File: config.mk
export PLATFORM = sky130hd
export DESIGN_NAME = seq_mult
export DESIGN_NICKNAME = d
export VERILOG_FILES = /design/src/rtl/seq_mult.sv
export SDC_FILE = /design/constraint.sdc
export NUM_CORES = 1
export LEC_CHECK = 0
export CORE_ASPECT_RATIO = 0.6
export CORE_MARGIN = 1
export CORE_UTILIZATION = 62
export CTS_CLUSTER_DIAMETER = 150
export CTS_CLUSTER_SIZE = 24
export DETAILED_ROUTE_END_ITERATION = 6
export PLACE_DENSITY = 0.87
export SETUP_SLACK_MARGIN = 0.02
export SYNTH_ARGS = -nofsm -noshare
export SYNTH_HDL_FRONTEND = slang
export SYNTH_SLANG_ARGS = --single-unit
File: constraint.sdc
create_clock -name clk -period 6.1 [get_ports clk]
set_input_delay 1.22 -clock clk [delete_from_list [all_inputs] [get_ports clk]]
set_output_delay 1.22 -clock clk [all_outputs]
set_load 0.01 [all_outputs]
File: src/rtl/seq_mult.sv
// seq_mult: radix-2 shift-add multiplier, one partial product per clock.
// The operand magnitudes are multiplied unsigned, and the sign is applied to the
// final accumulator when the result is registered into p.
// A request is accepted in IDLE. done pulses WIDTH+1 cycles after acceptance.
// Ports:
//   clk          rising-edge clock
//   rst_n        synchronous active-low reset
//   start        request; accepted only while idle
//   signed_mode  1: a, b, p are two's complement (honoured only when SIGNED_EN=1)
//   a, b         operands, sampled on an accepted start
//   busy         high while running or presenting the result
//   done         one-cycle pulse; p is valid from this cycle on
//   p            product, held until the next accepted start
module seq_mult #(
  parameter int unsigned WIDTH     = 8,
  parameter bit          SIGNED_EN = 1'b1
) (
  input  logic               clk,
  input  logic               rst_n,
  input  logic               start,
  input  logic               signed_mode,
  input  logic [WIDTH-1:0]   a,
  input  logic [WIDTH-1:0]   b,
  output logic               busy,
  output logic               done,
  output logic [2*WIDTH-1:0] p
);

  localparam int unsigned CntW = $clog2(WIDTH + 1);

  localparam logic [1:0] StIdle = 2'd0;
  localparam logic [1:0] StRun  = 2'd1;
  localparam logic [1:0] StDone = 2'd2;

  logic [1:0]         state_q, state_d;
  logic [WIDTH-1:0]   mcand_q, mcand_d;
  logic [WIDTH-1:0]   mplier_q, mplier_d;
  logic [2*WIDTH-1:0] acc_q, acc_d;
  logic [2*WIDTH-1:0] p_q, p_d;
  logic [CntW-1:0]    cnt_q, cnt_d;
  logic               neg_q, neg_d;

  logic               eff_signed;
  logic [WIDTH-1:0]   a_mag, b_mag;
  logic [2*WIDTH-1:0] mcand_ext;

  assign eff_signed = signed_mode & SIGNED_EN;
  // The magnitude of -2^(WIDTH-1) wraps to 2^(WIDTH-1), which is still correct when the
  // value is read as unsigned.
  assign a_mag      = (eff_signed && a[WIDTH-1]) ? (~a + 1'b1) : a;
  assign b_mag      = (eff_signed && b[WIDTH-1]) ? (~b + 1'b1) : b;
  assign mcand_ext  = {{WIDTH{1'b0}}, mcand_q};

  always_comb begin
    state_d  = state_q;
    mcand_d  = mcand_q;
    mplier_d = mplier_q;
    acc_d    = acc_q;
    p_d      = p_q;
    cnt_d    = cnt_q;
    neg_d    = neg_q;
    case (state_q)
      StIdle: begin
        if (start) begin
          mcand_d  = a_mag;
          mplier_d = b_mag;
          neg_d    = eff_signed & (a[WIDTH-1] ^ b[WIDTH-1]);
          acc_d    = '0;
          cnt_d    = '0;
          state_d  = StRun;
        end
      end
      StRun: begin
        // cnt runs 0..WIDTH-1 for the partial products. The cnt==WIDTH cycle applies
        // the sign and registers p on entry to DONE.
        if (cnt_q == CntW'(WIDTH)) begin
          p_d     = neg_q ? (~acc_q + 1'b1) : acc_q;
          state_d = StDone;
        end else begin
          if (mplier_q[0]) acc_d = acc_q + (mcand_ext << cnt_q);
          mplier_d = mplier_q >> 1;
          cnt_d    = cnt_q + 1'b1;
        end
      end
      StDone:  state_d = StIdle;
      default: state_d = StIdle;
    endcase
  end

  always_ff @(posedge clk) begin
    if (!rst_n) begin
      state_q  <= StIdle;
      mcand_q  <= '0;
      mplier_q <= '0;
      acc_q    <= '0;
      p_q      <= '0;
      cnt_q    <= '0;
      neg_q    <= 1'b0;
    end else begin
      state_q  <= state_d;
      mcand_q  <= mcand_d;
      mplier_q <= mplier_d;
      acc_q    <= acc_d;
      p_q      <= p_d;
      cnt_q    <= cnt_d;
      neg_q    <= neg_d;
    end
  end

  assign busy = (state_q != StIdle);
  assign done = (state_q == StDone);
  assign p    = p_q;

endmodule
==> impl_metrics.toml, run 1 <==
[critical_path]
reg2reg_depth = 12
r2r_setup_slack_ns = 2.74
path_class = "reg2reg"
cp_max_fo = 16
timing.rr.end = "acc_q[14]"
worstPathArrival_ns = 3.57
cp-end-kind = "register"
cp.required_ns = 6.31
rr_startpoint = "cnt_q[1]"
start_kind = "register"
slowest_delay_ns = 0.76
crit_slowest_cell = "dfxtp_1"
crit_chain = "mux2i_1, nand2_1, nand2_1, mux2i_1, nor2b_1, ha_1, a21oi_1, nor2b_1, a211oi_1, a211oi_1, xor2_1, o21ai_1"

[clocking]
clk_latency_ns = 0.32
cts_hold_buffers = 0
cts-root-buf = "clkbuf_8"
cts_tree = "done"
htreeDepth = 2
cts_buffers = 5
clk_pin_slew_ns = 0.11
cts.sinks = 55
cts_buffer_depth = 2
post_cts_buffers = 0
cts_resized = 0

[placement]
dp_hpwl_um = 7220
gp_congestion = 0.994
port_buffers = 37

[synthesis]
async_reset_ff_share_pct = 0
syn_area_per_cell_um2 = 7.90
synth_edf_count = 0
ys_seq_area_share_pct = 28.1
synthCells = 496
synth_ff_type = "dfxtp_1"
synth.distinct_cells = 62
syn_nets = 537
synth_seq_cells = 55
synth_area_mm2 = 0.00392
yosysWarnings = 0

[global_routing]
gr-total-overflow = 0
grt_start_max_net_pins = 50
grt_pass1_vias = 3263
grt_antenna_before_repair = 0
grt_first_pass_wirelength_um = 15900
grt_usage_pct = 29.6

[min_path]
min_to = "p[10]"
min_path_type = "reg2reg"
min-delay-start = "p[10]"
hold_depth = 2

[die]
die_w_um = 105
start_util_pct = 64.1
ios = 38
std_cell_rows = 22
dieArea_mm2 = 0.00665
die_h_um = 63.6
coreArea_mm2 = 0.00611

[timing]
fin_crit_sh_pct = 55.1
tightest_slew_ns = 0.790
report.final.slew_viol_count = 0
finClkSkew_ns = 0.0139
maxSlewHeadroom_pct = 47.3
hold_violations = 0
setup_viol = 0
fin_crit_ns = 3.36
fin_tns_setup_ns = 0
rsz0062_at_grt = "no"
fmax_ghz = 0.298

[power_and_ir_drop]
powerDensity_mw_per_mm2 = 172
p_leak_uw = 0.00180
ir_drop_mv = 0.102

[route]
route.detailed.drc = 0
postRouteAntennaNets = 0
avgRoutedWirePerCell_um = 15.8
routed_via_density = 6.08
num_vias = 3653
drt-total-wl_um = 9520
drt-initial-drc-count = 303
drtPass1Iterations = 4

[flow_run]
cap_viol_max_count = 0

[final_layout]
nNetsFinal = 557
fillers = 484
drive_above_1_share_pct = 5.22
mostFrequentLayoutCell = "nand2_1"
layout_common_cells = "nand2_1 (79), dfxtp_1 (55), clkdlybuf4s50_1 (37), nor2_1 (31), o21ai_0 (28)"
antenna_cells = 0
syn_to_final_growth_pct = 11.4
final_util_pct = 71.4
multi_input_area_mm2 = 0.00263
register_area_mm2 = 0.00110

[status]
status = "finished clean"
==> critical path: cells and delay by family, from the launching register on <==
family                     cells  cell delay (ns)
and+or+nand+nor                4             0.64
DFF                            1             0.76
adders and majority gates      1             0.38
muxes                          2             0.40
AOI/OAI and AO/OA              4             0.90
xor gates and xnor gates       1             0.18
==> through the flow <==
stage / power, uW / hold WS [ns] / instances / setup slack, ns / cell area [um2]
2_1_floorplan: 502 / 0.455 / 496 / 3.42 / 3920
3_3_place_gp: 536 / 0.458 / 593 / 2.78 / 4270
3_5_place_dp: 542 / 0.459 / 593 / 2.78 / 4270
4_1_cts: 750 / 0.477 / 601 / 2.78 / 4370
5_1_grt: 782 / 0.501 / 601 / 2.47 / 4370
6_report: 751 / 0.476 / 601 / 2.74 / 4370
==> where the power goes <==
part           internal (uW)  leakage (uW)  total (uW)  switching [uW]
Sequential               371      0.000447         389            17.9
Combinational           65.4       0.00131         149            84.0
Clock                   83.3     0.0000461         212             129
Total                    520       0.00180         751             231
==> synthesized netlist by cell type, types with 2 or more instances <==
| library cell | count | area [um2] |
|---|---|---|
| a311oi_1 | 2 | 17.5 |
| ha_1 | 20 | 250 |
| a211oi_1 | 9 | 67.6 |
| a21o_1 | 7 | 52.6 |
| mux2i_1 | 9 | 90.1 |
| o22ai_1 | 9 | 56.3 |
| or3_1 | 6 | 37.5 |
| o211ai_1 | 3 | 22.5 |
| o211a_1 | 13 | 130 |
| buf_2 | 4 | 20.0 |
| a21oi_1 | 24 | 120 |
| o21a_1 | 2 | 15.0 |
| a22oi_1 | 3 | 22.5 |
| mux2_2 | 3 | 33.8 |
| clkbuf_1 | 15 | 56.3 |
| nand2b_1 | 5 | 31.3 |
| buf_6 | 4 | 45.0 |
| xor2_1 | 16 | 140 |
| buf_1 | 2 | 7.51 |
| nor2b_1 | 24 | 150 |
| mux4_2 | 2 | 45.0 |
| dfxtp_1 | 55 | 1100 |
| xnor2_1 | 18 | 158 |
| nand3_1 | 14 | 70.1 |
| and2_1 | 5 | 31.3 |
| a31oi_1 | 4 | 25.0 |
| nand2_1 | 79 | 297 |
| nor2_1 | 31 | 116 |
| inv_1 | 15 | 56.3 |
| a21boi_0 | 7 | 52.6 |
| o21ai_1 | 10 | 50.1 |
| a32oi_1 | 2 | 17.5 |
| and3_1 | 2 | 12.5 |
| o21ai_0 | 28 | 140 |
| nand4_1 | 2 | 12.5 |
| nor3_1 | 11 | 55.1 |
| o31ai_1 | 3 | 22.5 |
| nand3b_1 | 4 | 30.0 |
==> sequential cells by signal, summed over array words and instances, names as in the netlist <==
name      count
acc_q        16
cnt_q         4
mcand_q       8
mplier_q      8
neg_q         1
p            16
state_q       2
==> cell type report <==
cell class | instances | area share, %
Timing Repair Buffer | 38 | 8.66
Sequential cell | 55 | 25.2
Clock inverter | 3 | 0.545
Multi-Input combinational cell | 400 | 60.2
Tap cell | 84 | 2.41
Inverter | 16 | 1.38
Clock buffer | 5 | 1.58
==> how the worst max path moves through the flow <==
stage	slack (ns)	startpoint	end	cells past startpoint
2_1_floorplan	3.42	cnt_q[1]	acc_q[14]	14
3_3_place_gp	2.78	cnt_q[1]	acc_q[12]	11
3_5_place_dp	2.78	cnt_q[1]	acc_q[14]	10
4_1_cts	2.78	cnt_q[1]	acc_q[14]	10
5_1_grt	2.47	cnt_q[1]	acc_q[14]	10
6_report	2.74	cnt_q[1]	acc_q[14]	12
==> layer usage <==
layer	track usage, %	vias to the layer above	routed length (um)
met2	44.6	128	3970
li1	-	1796	-
met3	5.49	7	704
met1	44.2	1722	4800
met5	0	-	0
met4	4.93	0	50
==> cell families (layout without fill, tap and decap cells) <==
group / after synthesis / after routing / synth area share (%)
flops: 55 / 55 / 28.1
compound gates: 135 / 135 / 23.2
xor+xnor: 34 / 34 / 7.60
mux: 14 / 14 / 4.31
buf+inv: 41 / 62 / 4.82
fa+ha+maj: 21 / 21 / 6.90
simple gates: 196 / 196 / 25.1
Note: power is estimated with default switching activity, not from simulation.
==> run 2: changes to the inputs <==
Settings changed: CORE_UTILIZATION 62 to 58, PLACE_DENSITY 0.87 to 0.82.
Clock period 6.1 ns to 3.4 ns, I/O delays scaled along.
==> run 2 against run 1 <==
Critical path depth unchanged; first-iteration DRC count increased by 4.0%; clock power increased by 120%; sequential cell count unchanged; critical path type unchanged; largest cell class unchanged.
==> impl_metrics.toml, run 2 (same netlist as run 1, synthesis figures left out) <==
[critical_path]
slowest_delay_ns = 0.52
rr_startpoint = "cnt_q[1]"
critPathCapture = "acc_q[9]"
path_buf_inv = 0
critPathLaunch = "cnt_q[1]"
crit_slowest_cell = "dfxtp_2"
timing.rr.end = "acc_q[9]"
cp.required_ns = 3.64
reg2reg_depth = 12
path_class = "reg2reg"
cp_max_fo = 14
crit_chain = "mux2i_1, nand2_1, nand2_1, mux2i_1, nor2b_1, ha_1, a21oi_1, o21ai_0, o21ai_1, a21boi_0, o21a_1, o31ai_1"
crit_cells = 12
r2r_setup_slack_ns = 0.31
crit_family = "compound AO/OA/AOI/OAI gates"
worstPathArrival_ns = 3.33
cp-end-kind = "register"
start_kind = "register"

[route]
drt-total-wl_um = 9490
drtPass1Iterations = 5
route.detailed.drc = 0
num_vias = 3639
avgRoutedWirePerCell_um = 15.7
routed_via_density = 6.00
drt-initial-drc-count = 315
postRouteAntennaNets = 0

[clocking]
cts.sinks = 55
post_cts_buffers = 0
htreeDepth = 2
cts-root-buf = "clkbuf_8"
clk_pin_slew_ns = 0.10
cts_buffers = 5
cts_buffer_depth = 2
cts_tree = "done"
clk_latency_ns = 0.32

[global_routing]
grt_pass1_vias = 3172
gr-total-overflow = 0
grt_start_max_net_pins = 49
grt_antenna_before_repair = 0
grt_first_pass_wirelength_um = 15600
grt_usage_pct = 28.6

[final_layout]
instances_no_fill = 606
layout_common_cells = "nand2_1 (79), dfxtp_1 (53), clkdlybuf4s50_1 (37), nor2_1 (31), o21ai_0 (28)"
fillers = 522
drive_above_1_share_pct = 6.32
syn_to_final_growth_pct = 12.9
mostFrequentLayoutCell = "nand2_1"
nNetsFinal = 562
antenna_cells = 0

[placement]
dp_slack_ns = 0.259
dp_hpwl_um = 7280
port_buffers = 37
place_inst = 598
gp_congestion = 0.937

[timing]
finClkSkew_ns = 0.00481
rsz0062_at_grt = "no"
fin_crit_sh_pct = 90.9
maxSlewHeadroom_pct = 59.7
fin_tns_setup_ns = 0
setup_viol = 0
setup_ws_ns = 0.309
tightest_slew_ns = 0.602
fin_crit_ns = 3.09
hold_violations = 0
report.final.slew_viol_count = 0
fmax_ghz = 0.324

[power_and_ir_drop]
powerDensity_mw_per_mm2 = 322
p_leak_uw = 0.00184
ir_drop_mv = 0.200

[die]
die_h_um = 65.7
coreArea_mm2 = 0.00630
dieArea_mm2 = 0.00710
std_cell_rows = 22
ios = 38
die_w_um = 108
start_util_pct = 62.2

[status]
status = "finished clean"

[flow_run]
cap_viol_max_count = 0

[min_path]
min_path_type = "reg2reg"
## run 2: final cells by class
type	instances	area [um2]	area share [%]
well taps	84	105	2.38
repair buffers	43	415	9.39
inverters	16	60.1	1.36
multi-input cells	400	2630	59.4
clock buffers	6	72.6	1.64
flip-flops and latches	55	1100	24.9
clock inverters	2	38.8	0.877
## run 2: what timing repair did
item	4_1_cts	5_1_grt
gates resized for setup	0	2
hold buffers	0	0
endpoints found under the setup margin	0	5
## run 2: worst register-to-register path, stage by stage (launching register included)
cell      delay (ns)
dfxtp_2         0.52
mux2i_1         0.27
nand2_1         0.08
nand2_1         0.11
mux2i_1         0.09
nor2b_1         0.16
ha_1            0.34
a21oi_1         0.30
o21ai_0         0.22
o21ai_1         0.34
a21boi_0        0.21
o21a_1          0.21
o31ai_1         0.17
## run 2: where the power goes
part           switching (uW)  internal [uW]
Clock                     233            223
Combinational             152            120
Sequential               29.8            666
Total                     414           1010
## run 2: layer usage
| metal | GRT usage (%) | vias up | wire, um |
|---|---|---|---|
| li1 | - | 1812 | - |
| met1 | 43.7 | 1708 | 4950 |
| met2 | 40.8 | 111 | 3850 |
| met3 | 5.26 | 8 | 616 |
| met4 | 6.34 | 0 | 82 |
| met5 | 0 | - | 0 |
## run 2: per-stage QoR
stage | power (uW) | hold slack, ns | instance area, um2 | util, %
6_report | 1420 | 0.478 | 4420 | 70.2
5_1_grt | 1490 | 0.494 | 4420 | 70.2
4_1_cts | 1420 | 0.477 | 4420 | 70.1
3_5_place_dp | 977 | 0.463 | 4310 | 68.4
3_3_place_gp | 967 | 0.456 | 4310 | 68.4
2_1_floorplan | 901 | 0.455 | 3920 | -
## run 2: worst min path at each step
stage	startpoint	to	slack [ns]	cells after the start
4_1_cts	p[12]	p[12]	0.48	2
3_3_place_gp	p[10]	p[10]	0.46	2
2_1_floorplan	mplier_q[7]	mplier_q[7]	0.45	2
6_report	p[12]	p[12]	0.48	2
5_1_grt	p[12]	p[12]	0.49	2
3_5_place_dp	p[12]	p[12]	0.46	2
==> run 3: changes to the inputs <==
Settings changed: HOLD_SLACK_MARGIN from default to 0.08.
==> results of run 3 <==
Final layout, timing and power as in run 2 (identical DEF).
